[config.mk]
export PLATFORM = sky130hd
export DESIGN_NAME = ttl_bcd_count_sequencer
export DESIGN_NICKNAME = d
export VERILOG_FILES = /design/src/rtl/ttl_bcd_count_sequencer.sv
export SDC_FILE = /design/constraint.sdc
export NUM_CORES = 1
export LEC_CHECK = 0
export BUFFER_PORTS_ARGS = -buffer_cell sky130_fd_sc_hd__clkbuf_2
export CAP_MARGIN = 30
export CORE_MARGIN = 2
export CORE_UTILIZATION = 58
export DETAILED_ROUTE_END_ITERATION = 10
export PLACE_DENSITY = 0.86
export SLEW_MARGIN = 10
export SYNTH_ARGS = -nofsm -noshare
export SYNTH_HDL_FRONTEND = slang
export SYNTH_SLANG_ARGS = --single-unit
[constraint.sdc]
create_clock -name Clk -period 3.1 [get_ports Clk]
set_clock_uncertainty 0.1 [all_clocks]
set_input_delay 0.155 -clock Clk [delete_from_list [all_inputs] [get_ports Clk]]
set_output_delay 0.155 -clock Clk [all_outputs]
set_load 0.02 [all_outputs]
[src/rtl/ttl_bcd_count_sequencer.sv]
// -----------------------------------------------------------------------------
// ttl_bcd_count_sequencer
//
// Control source for a cascaded chain of synchronous BCD decade counters
// (for example a ttl_74162 chain). It runs a preset-to-terminal count,
// reloads the preset and repeats for a programmed number of passes. Runs can
// be paused, resumed, aborted or cleared.
//
// Optional feature macro: SEQ_AUTO_RELOAD_EN
//   defined   : DONE lasts one cycle (Done pulses), then the run restarts
//               from LOAD with the same latched target, indefinitely, until
//               Clear_req or Reset.
//   undefined : DONE is held (Done=1) until Start restarts or Clear_req clears.
//
// Parameters
//   REPEAT_WIDTH : width of Repeat and Pass_count
//   DELAY_RISE   : rise delay of the outputs (time attribute of the TTL
//                  library; this synthesizable model is zero-delay)
//   DELAY_FALL   : fall delay of the outputs (as above)
//
// Ports
//   Clk        in   rising-edge clock, shared with the counter chain
//   Reset      in   synchronous active-high reset, forces IDLE
//   Start      in   begin a run (IDLE/DONE) or resume (HOLD)
//   Stop       in   pause a run (RUN -> HOLD)
//   Clear_req  in   clear the chain, aborts any run
//   Repeat     in   number of passes, 0 treated as 1, sampled on Start
//   RCO_chain  in   RCO of the last chain stage
//   Clear_bar  out  to every stage's Clear_bar
//   Load_bar   out  to every stage's Load_bar
//   ENP        out  to every stage's ENP
//   ENT        out  to the first stage's ENT
//   Busy       out  high in LOAD, RUN, HOLD
//   Done       out  high in DONE
//   Pass_count out  passes completed in the current or last run
//   State_dbg  out  current FSM state encoding, for checkers and debug
//
// Handshake note: there is no valid/ready pairing here. Start, Stop and
// Clear_req are level requests sampled on every rising edge; a request that
// is not acted on in the state where it is sampled is dropped, and the
// requester must re-assert it. All outputs are registered decodes of the
// next state, so no input reaches an output within the same cycle.
// -----------------------------------------------------------------------------
module ttl_bcd_count_sequencer #(
  parameter int REPEAT_WIDTH = 8,
  parameter int DELAY_RISE   = 0,
  parameter int DELAY_FALL   = 0
) (
  input  logic                    Clk,
  input  logic                    Reset,
  input  logic                    Start,
  input  logic                    Stop,
  input  logic                    Clear_req,
  input  logic [REPEAT_WIDTH-1:0] Repeat,
  input  logic                    RCO_chain,
  output logic                    Clear_bar,
  output logic                    Load_bar,
  output logic                    ENP,
  output logic                    ENT,
  output logic                    Busy,
  output logic                    Done,
  output logic [REPEAT_WIDTH-1:0] Pass_count,
  output logic [2:0]              State_dbg
);

  typedef enum logic [2:0] {
    S_IDLE  = 3'd0,
    S_CLEAR = 3'd1,
    S_LOAD  = 3'd2,
    S_RUN   = 3'd3,
    S_HOLD  = 3'd4,
    S_DONE  = 3'd5
  } state_t;

  localparam logic [REPEAT_WIDTH-1:0] REPEAT_ONE = REPEAT_WIDTH'(1);

  state_t                  state_q, state_d;
  logic [REPEAT_WIDTH-1:0] pass_q, pass_d;
  logic [REPEAT_WIDTH-1:0] target_q, target_d;
  logic [REPEAT_WIDTH-1:0] pass_inc;
  logic [REPEAT_WIDTH-1:0] repeat_eff;

  // Registered control/status outputs and their next values.
  logic clear_bar_q, load_bar_q, enp_q, ent_q, busy_q, done_q;
  logic clear_bar_d, load_bar_d, enp_d, ent_d, busy_d, done_d;

  // pass_q is always below target_q while running, so the increment
  // cannot wrap.
  assign pass_inc   = pass_q + 1'b1;
  assign repeat_eff = (Repeat == '0) ? REPEAT_ONE : Repeat;

  // ---------------------------------------------------------------------------
  // Next-state logic. Clear_req outranks every other input; Reset is handled
  // in the state register and outranks Clear_req.
  // ---------------------------------------------------------------------------
  always_comb begin
    state_d  = state_q;
    pass_d   = pass_q;
    target_d = target_q;

    if (Clear_req) begin
      // Pass_count is deliberately held so the aborted run stays visible.
      state_d = S_CLEAR;
    end else begin
      case (state_q)
        S_IDLE: begin
          if (Start) begin
            target_d = repeat_eff;
            pass_d   = '0;
            state_d  = S_LOAD;
          end
        end

        S_CLEAR: begin
          state_d = S_IDLE;
        end

        S_LOAD: begin
          // The chain takes its preset on the edge leaving LOAD.
          state_d = S_RUN;
        end

        S_RUN: begin
          // Terminal count beats Stop: the chain wraps on this edge either
          // way, so the pass must be accounted for now.
          if (RCO_chain) begin
            pass_d = pass_inc;
            if (pass_inc == target_q) begin
              state_d = S_DONE;
            end else begin
              state_d = S_LOAD;
            end
          end else if (Stop) begin
            state_d = S_HOLD;
          end
        end

        S_HOLD: begin
          if (Start) begin
            state_d = S_RUN;
          end
        end

        S_DONE: begin
`ifdef SEQ_AUTO_RELOAD_EN
          // Free-running mode: restart with the same target after one cycle.
          pass_d  = '0;
          state_d = S_LOAD;
`else
          if (Start) begin
            target_d = repeat_eff;
            pass_d   = '0;
            state_d  = S_LOAD;
          end
`endif
        end

        default: begin
          state_d = S_IDLE;
        end
      endcase
    end
  end

  // ---------------------------------------------------------------------------
  // Output decode of the next state, registered alongside the state so every
  // output is a clean flop that matches the state it describes.
  // ---------------------------------------------------------------------------
  always_comb begin
    clear_bar_d = 1'b1;
    load_bar_d  = 1'b1;
    enp_d       = 1'b0;
    ent_d       = 1'b0;
    busy_d      = 1'b0;
    done_d      = 1'b0;

    case (state_d)
      S_CLEAR: begin
        clear_bar_d = 1'b0;
      end
      S_LOAD: begin
        load_bar_d = 1'b0;
        busy_d     = 1'b1;
      end
      S_RUN: begin
        enp_d  = 1'b1;
        ent_d  = 1'b1;
        busy_d = 1'b1;
      end
      S_HOLD: begin
        // ENT stays high so the chain's RCO remains observable while frozen.
        ent_d  = 1'b1;
        busy_d = 1'b1;
      end
      S_DONE: begin
        done_d = 1'b1;
      end
      default: begin
      end
    endcase
  end

  // ---------------------------------------------------------------------------
  // State and output registers.
  // ---------------------------------------------------------------------------
  always_ff @(posedge Clk) begin
    if (Reset) begin
      state_q     <= S_IDLE;
      pass_q      <= '0;
      target_q    <= REPEAT_ONE;
      clear_bar_q <= 1'b1;
      load_bar_q  <= 1'b1;
      enp_q       <= 1'b0;
      ent_q       <= 1'b0;
      busy_q      <= 1'b0;
      done_q      <= 1'b0;
    end else begin
      state_q     <= state_d;
      pass_q      <= pass_d;
      target_q    <= target_d;
      clear_bar_q <= clear_bar_d;
      load_bar_q  <= load_bar_d;
      enp_q       <= enp_d;
      ent_q       <= ent_d;
      busy_q      <= busy_d;
      done_q      <= done_d;
    end
  end

  // ---------------------------------------------------------------------------
  // Output stage. The rise/fall delays describe the TTL parts being modelled
  // and have no meaning in a synthesized netlist, so both branches connect
  // the registers straight through.
  // ---------------------------------------------------------------------------
  if (DELAY_RISE == 0 && DELAY_FALL == 0) begin : g_out_zero_delay
    assign Clear_bar  = clear_bar_q;
    assign Load_bar   = load_bar_q;
    assign ENP        = enp_q;
    assign ENT        = ent_q;
    assign Busy       = busy_q;
    assign Done       = done_q;
    assign Pass_count = pass_q;
  end else begin : g_out_timed
    assign Clear_bar  = clear_bar_q;
    assign Load_bar   = load_bar_q;
    assign ENP        = enp_q;
    assign ENT        = ent_q;
    assign Busy       = busy_q;
    assign Done       = done_q;
    assign Pass_count = pass_q;
  end

  assign State_dbg = state_q;

endmodule

==> summary.txt, run 1 <==
Route
  • Vias post-DR: 1390
  • DRT antenna net count: 0
  • Initial drt markers: 72
  • Vias per Instance: 6.02
  • Total routed wirelength: 3390 um
  • Wire per inst: 14.7 um
  • DR DRC count: 0
  • DRT Pass-1 Iters: 4

Setup path
  • Crit Path Max Fanout: 8
  • Worst reg2reg path depth: 7
  • Worst setup path startpoint: Pass_count[0]
  • Crit start category: flip-flop
  • CP endpoint kind: flip-flop
  • Reg2reg start: Pass_count[0]
  • Reg-to-reg endpoint: Busy
  • Flop2flop setup slack: 740 ps
  • CP arrival: 2460 ps
  • Critical Path RT: 3200 ps
  • Kind of critical path: reg -> reg

Synth
  • Register area share after synthesis: 0.341
  • Flops & latches, synth: 25
  • Synth Flop Type: dfxtp_1
  • Synth Net Count: 184
  • Mean Syn Cell Area: 8.68 um^2
  • Synth Warn #: 0
  • Synth top area share: 0.341
  • Post-synth cell types: 50
  • Share of synthesized registers carrying an async set or reset: 0
  • Mapped Cells: 169
  • Most frequent cells after synthesis: dfxtp_1, nor2_1, a21oi_1
  • Largest cells by area after synthesis: dfxtp_1, nor2_1, mux2i_1, a21oi_1, xnor2_1
  • Post-synth EDFFs: 0
  • Mapped Area: 1470 um^2
  • Dominant cell type by area after synthesis: dfxtp_1

Final layout
  • Fillers: 195
  • Final std cell area, no fill: 1680 um^2
  • Antenna diodes: 0
  • Layout area overhead: 14.2%
  • Final layout net count: 217
  • Post-route insts no fill: 231
  • Layout cell share with drive strength beyond 1: 0.244

Power and ir drop
  • Comb power frac: 0.147
  • Internal: 419 uW
  • Sw frac: 0.260
  • Clock Power Share: 0.254
  • Flop pwr share: 0.598
  • Maximum vdd drop: 0.299 mV
  • Total power divided by cell area: 338 nW/um^2
  • Sw Pwr: 147 uW
  • Leakage: 0.000716 uW

Timing
  • Setup_tns: 0 ps
  • Hold Vio Cnt, Final: 0
  • Slew at the pin with the worst max-slew slack: 590 ps
  • Post-layout minimum cycle time: 2360 ps
  • Slew Limit Fails: 0
  • Final period util: 0.761
  • RSZ-0062 raised after global routing: no
  • Final setup violation count: 0
  • Rel. slew slack: 0.603
  • Fmax: 424 MHz

Place
  • Dpl cell area: 1580 um^2
  • Final HPWL DP: 2450 um
  • Placed cell count: 220
  • PortBufs: 30
  • GP Congestion: 0.976

Clock network
  • Root Buffer: clkbuf_4
  • Htree depth: 1
  • Clk sinks: 25
  • Resize count post-CTS: 0
  • Reg clk slew, reported paths: 130 ps
  • Clock tree buffer depth: 2
  • CTS Buf Count: 3
  • Worst-Skew Late Latency: 320 ps
  • CTS tree: done

Floorplan
  • Core Area: 2430 um^2
  • Die footprint: 2950 um^2
  • Initial core utilization: 0.603
  • # IOs: 31
  • Num rows: 18
  • Die W: 54.3 um
  • Chip height: 54.3 um

Global routing
  • Grt ovf: 0
  • All-Layer GR Usage: 0.264
  • Antenna violations before repair: 0
  • Largest net degree at the start of global routing: 20
  • First-pass GRT wire length: 5660 um
  • Vias in the first global route: 1266

Hold path
  • Worst hold endpoint: target_q[5]
  • Hold path start: Repeat[5]
  • Worst min-delay path class: in -> reg
  • WHS Path Cells: 3

Run status
  • Outcome: complete, no violations

Run
  • Max-Cap Viols: 0
[per-stage QoR]
step | hold WS, ps | setup slack [ps] | util | power, uW
final | 6.40 | 740 | 0.689 | 567
after global routing | 50.1 | 573 | 0.689 | 589
after CTS | 0.766 | 766 | 0.689 | 566
after detailed placement | 297 | 786 | 0.650 | 422
after global placement | 293 | 879 | 0.650 | 418
after floorplan | 129 | 835 | - | 397
[registers in the layout, indices dropped and copies added (netlist names)]
name        cells
Pass_count      8
ENP             1
Done            1
Clear_bar       1
ENT             1
State_dbg       3
Busy            1
Load_bar        1
target_q        8
[layout by cell type, fill, tap and decap left out, types with 3 or more instances in the layout]
cell type / netlist / layout
clkbuf_4: 0 / 3
nand2b_1: 6 / 6
mux2i_1: 8 / 8
clkbuf_2: 0 / 30
a21oi_1: 14 / 14
o21ai_0: 3 / 3
or3_1: 4 / 4
dfxtp_1: 25 / 25
o21ai_1: 4 / 4
nand4_1: 3 / 3
dlygate4sd3_1: 0 / 7
xor2_1: 3 / 3
nand3_1: 4 / 4
nand2_1: 8 / 8
nor4_1: 3 / 3
nor2_1: 25 / 25
nand3b_1: 4 / 4
xnor2_1: 6 / 6
[cells by family (layout without fill, tap and decap cells)]
kind of cell | count (synthesis) | in the layout | share of synthesized area
multiplexers | 8 | 8 | 0.0546
XOR/XNOR | 9 | 9 | 0.0537
flip-flops | 25 | 25 | 0.341
AO/OA/AOI/OAI | 38 | 38 | 0.182
buffers and inverters | 12 | 44 | 0.0614
adder cells (fa/ha/maj) | 1 | 1 | 0.00852
AND/OR/NAND/NOR | 76 | 76 | 0.298
[power by group through the flow]
stage          combinational, uW  clock [uW]  sequential, uW
3_3_place_gp                73.2           0             345
5_1_grt                     93.7         155             340
4_1_cts                     83.0         144             339
6_report                    83.5         144             339
3_5_place_dp                75.8           0             346
2_1_floorplan               50.2           0             347
[critical path: stages, from the launching register on]
cell	delay (ps)
dfxtp_1	480
ha_1	350
and3_4	260
nand3b_1	120
a211oi_1	510
nor2_1	130
o21ai_2	200
o22ai_1	90
[timing repair]
action / CTS / global route
setup buffers: 0 / 0
hold buffers: 7 / 0
hold endpoints to repair: 7 / 0
endpoints found under the setup margin: 0 / 0
[routing by layer]
layer	GRT usage	routed length, um	up-vias	part of all wire
met5	0	0	-	0
met2	0.442	1670	74	0.49
met1	0.332	1360	631	0.40
met4	0.125	80	0	0.024
met3	0.0383	283	11	0.083
li1	-	-	674	-
[how the worst max path moves through the flow]
stage | to | slack, ps | depth (start not counted)
after global placement | Load_bar | 880 | 7
final | Busy | 740 | 7
after floorplan | Load_bar | 830 | 7
after global routing | Busy | 570 | 7
after detailed placement | Load_bar | 790 | 7
after CTS | Load_bar | 770 | 7
[final cells by class]
class	count	area, um^2	area share
multi-input combinational	132	877	0.523
tap	30	37.5	0.0224
sequential	25	500	0.299
timing repair buffer	38	228	0.136
clock buffer	4	26.3	0.0157
inverter	2	7.51	0.00448
Note: power is estimated with default switching activity, not from simulation.
==> run 2, diff against run 1 <==
Settings changed: CORE_UTILIZATION 58 to 48, PLACE_DENSITY 0.86 to 0.76.
Clock period 3.1 ns to 2.1 ns, I/O delays scaled along.
==> run 2 against run 1 <==
  * Hold slack about the same
  * Die area up 19%
  * Via count up 1.2%
  * Register-to-register slack worse by 680 ps
  * Total power up 49%
  * Combinational power up 58%
  * Final cell count up 7.8%
  * Worst setup slack worse by 680 ps
  * Design area up 9.8%
  * Global-route usage down 4.5 points
  * Clock power up 50%
  * Critical path depth unchanged
  * Largest power group unchanged
  * Highest routed layer unchanged
==> summary.txt, run 2 (synthesized netlist as in run 1, its figures left out) <==
Route
  • DR DRC count: 0
  • Vias per Instance: 5.65
  • Wire per inst: 14.4 um
  • Total routed wirelength: 3580 um
  • Initial drt markers: 73
  • DRT Pass-1 Iters: 4
  • Vias post-DR: 1406
  • DRT antenna net count: 0

Clock network
  • Reg clk slew, reported paths: 140 ps
  • CTS Buf Count: 3
  • Clock tree buffer depth: 2
  • Worst-Skew Late Latency: 330 ps
  • Htree depth: 1
  • CTS tree: done
  • Clk sinks: 25
  • Root Buffer: clkbuf_4

Final layout
  • Final layout net count: 232
  • Commonest cells after routing, fill and taps aside: clkbuf_2, nor2_1, dfxtp_1, buf_4, a21oi_1
  • Register area: 507 um^2
  • Antenna diodes: 0
  • Layout area overhead: 25.4%
  • Post-route insts no fill: 249
  • Area of the multi-input gates: 916 um^2
  • Fillers: 274
  • Layout cell share with drive strength beyond 1: 0.324
  • Commonest non-fill, non-tap cell in the layout: clkbuf_2

Global routing
  • First-pass GRT wire length: 5840 um
  • All-Layer GR Usage: 0.219
  • Grt ovf: 0
  • Vias in the first global route: 1309
  • Largest net degree at the start of global routing: 19
  • Antenna violations before repair: 0

Setup path
  • Reg2reg start: Pass_count[1]
  • Destination of the critical timing path: Load_bar
  • Reg-to-reg endpoint: Load_bar
  • Crit Path Max Fanout: 5
  • Crit start category: flip-flop
  • CP endpoint kind: flip-flop
  • Critical Path RT: 2210 ps
  • Worst setup path startpoint: Pass_count[1]
  • Kind of critical path: reg -> reg
  • CP arrival: 2160 ps
  • Worst reg2reg path depth: 7
  • Flop2flop setup slack: 60 ps

Place
  • Placed cell count: 235
  • PortBufs: 30
  • Final HPWL DP: 2690 um
  • GP Congestion: 0.943

Timing
  • RSZ-0062 raised after global routing: yes
  • Fmax: 490 MHz
  • Rel. slew slack: 0.549
  • Post-layout minimum cycle time: 2040 ps
  • Setup_tns: 0 ps
  • Final setup violation count: 0
  • Hold Vio Cnt, Final: 0
  • Final period util: 0.972
  • Slew at the pin with the worst max-slew slack: 670 ps
  • Slew Limit Fails: 0

Power and ir drop
  • Leakage: 0.000803 uW
  • Maximum vdd drop: 0.275 mV
  • Total power divided by cell area: 459 nW/um^2

Run
  • Max-Cap Viols: 0

Run status
  • Outcome: complete, no violations

Floorplan
  • Chip height: 59.3 um
  • Die footprint: 3520 um^2
  • Die W: 59.3 um
  • Num rows: 20
  • # IOs: 31
  • Core Area: 2980 um^2
  • Initial core utilization: 0.493

Hold path
  • Worst min-delay path class: in -> reg
  • Hold path start: Repeat[0]
[run 2: what timing repair did]
item | in CTS | in global routing
hold buffers | 8 | 0
endpoints found under the setup margin | 4 | 6
hold endpoints to repair | 8 | 0
pin swaps | 1 | 1
gates resized for setup | 0 | 7
setup buffers | 0 | 2
[run 2: report_power, final]
group	leakage (uW)	internal, uW	total [uW]	switching (uW)
clock	0.0000150	74.5	216	142
sequential	0.000205	486	497	11.0
combinational	0.000583	63.3	132	68.9
total	0.000803	624	845	222
[run 2: worst min path at each step]
stage                  endpoint  slack [ps]  cells past startpoint
floorplan             Clear_bar          80                      1
global placement      Clear_bar         240                      2
detailed placement    Clear_bar         250                      2
CTS                 target_q[0]           4                      4
global route        target_q[0]          40                      4
finish              target_q[0]           6                      4
[run 2: per-stage QoR]
stage                     cell area, um^2  worst slack (ps)  utilization  power (uW)  hold WS [ps]
after global placement               1680              84.9        0.564         622           243
after floorplan                      1470              1.92            -         587          78.7
after global routing                 1840             -15.7        0.618         886          43.7
after CTS                            1790             -8.65        0.600         852          4.31
final                                1840              59.1        0.618         845          6.47
after detailed placement             1680             -31.4        0.564         626           248
[run 2: worst max-delay path: stages (launching register included)]
cell and delay, ps:
dfxtp_4 390, ha_4 170, and3_4 200, and4_4 160, o311a_4 320, o211ai_4 210
nand3_2 70, or3_1 300
[run 2: routing by layer]
metal	global-route usage	wire length [um]
met5	0	0
met4	0.0812	72
met3	0.0197	150
met2	0.372	1790
met1	0.287	1560
[run 2: layout make-up]
class                   instances  area share
multi-input cells             132       0.498
well taps                      33      0.0224
clock buffers                   4      0.0143
inverters                       2     0.00408
flip-flops and latches         25       0.275
repair buffers                 53       0.186
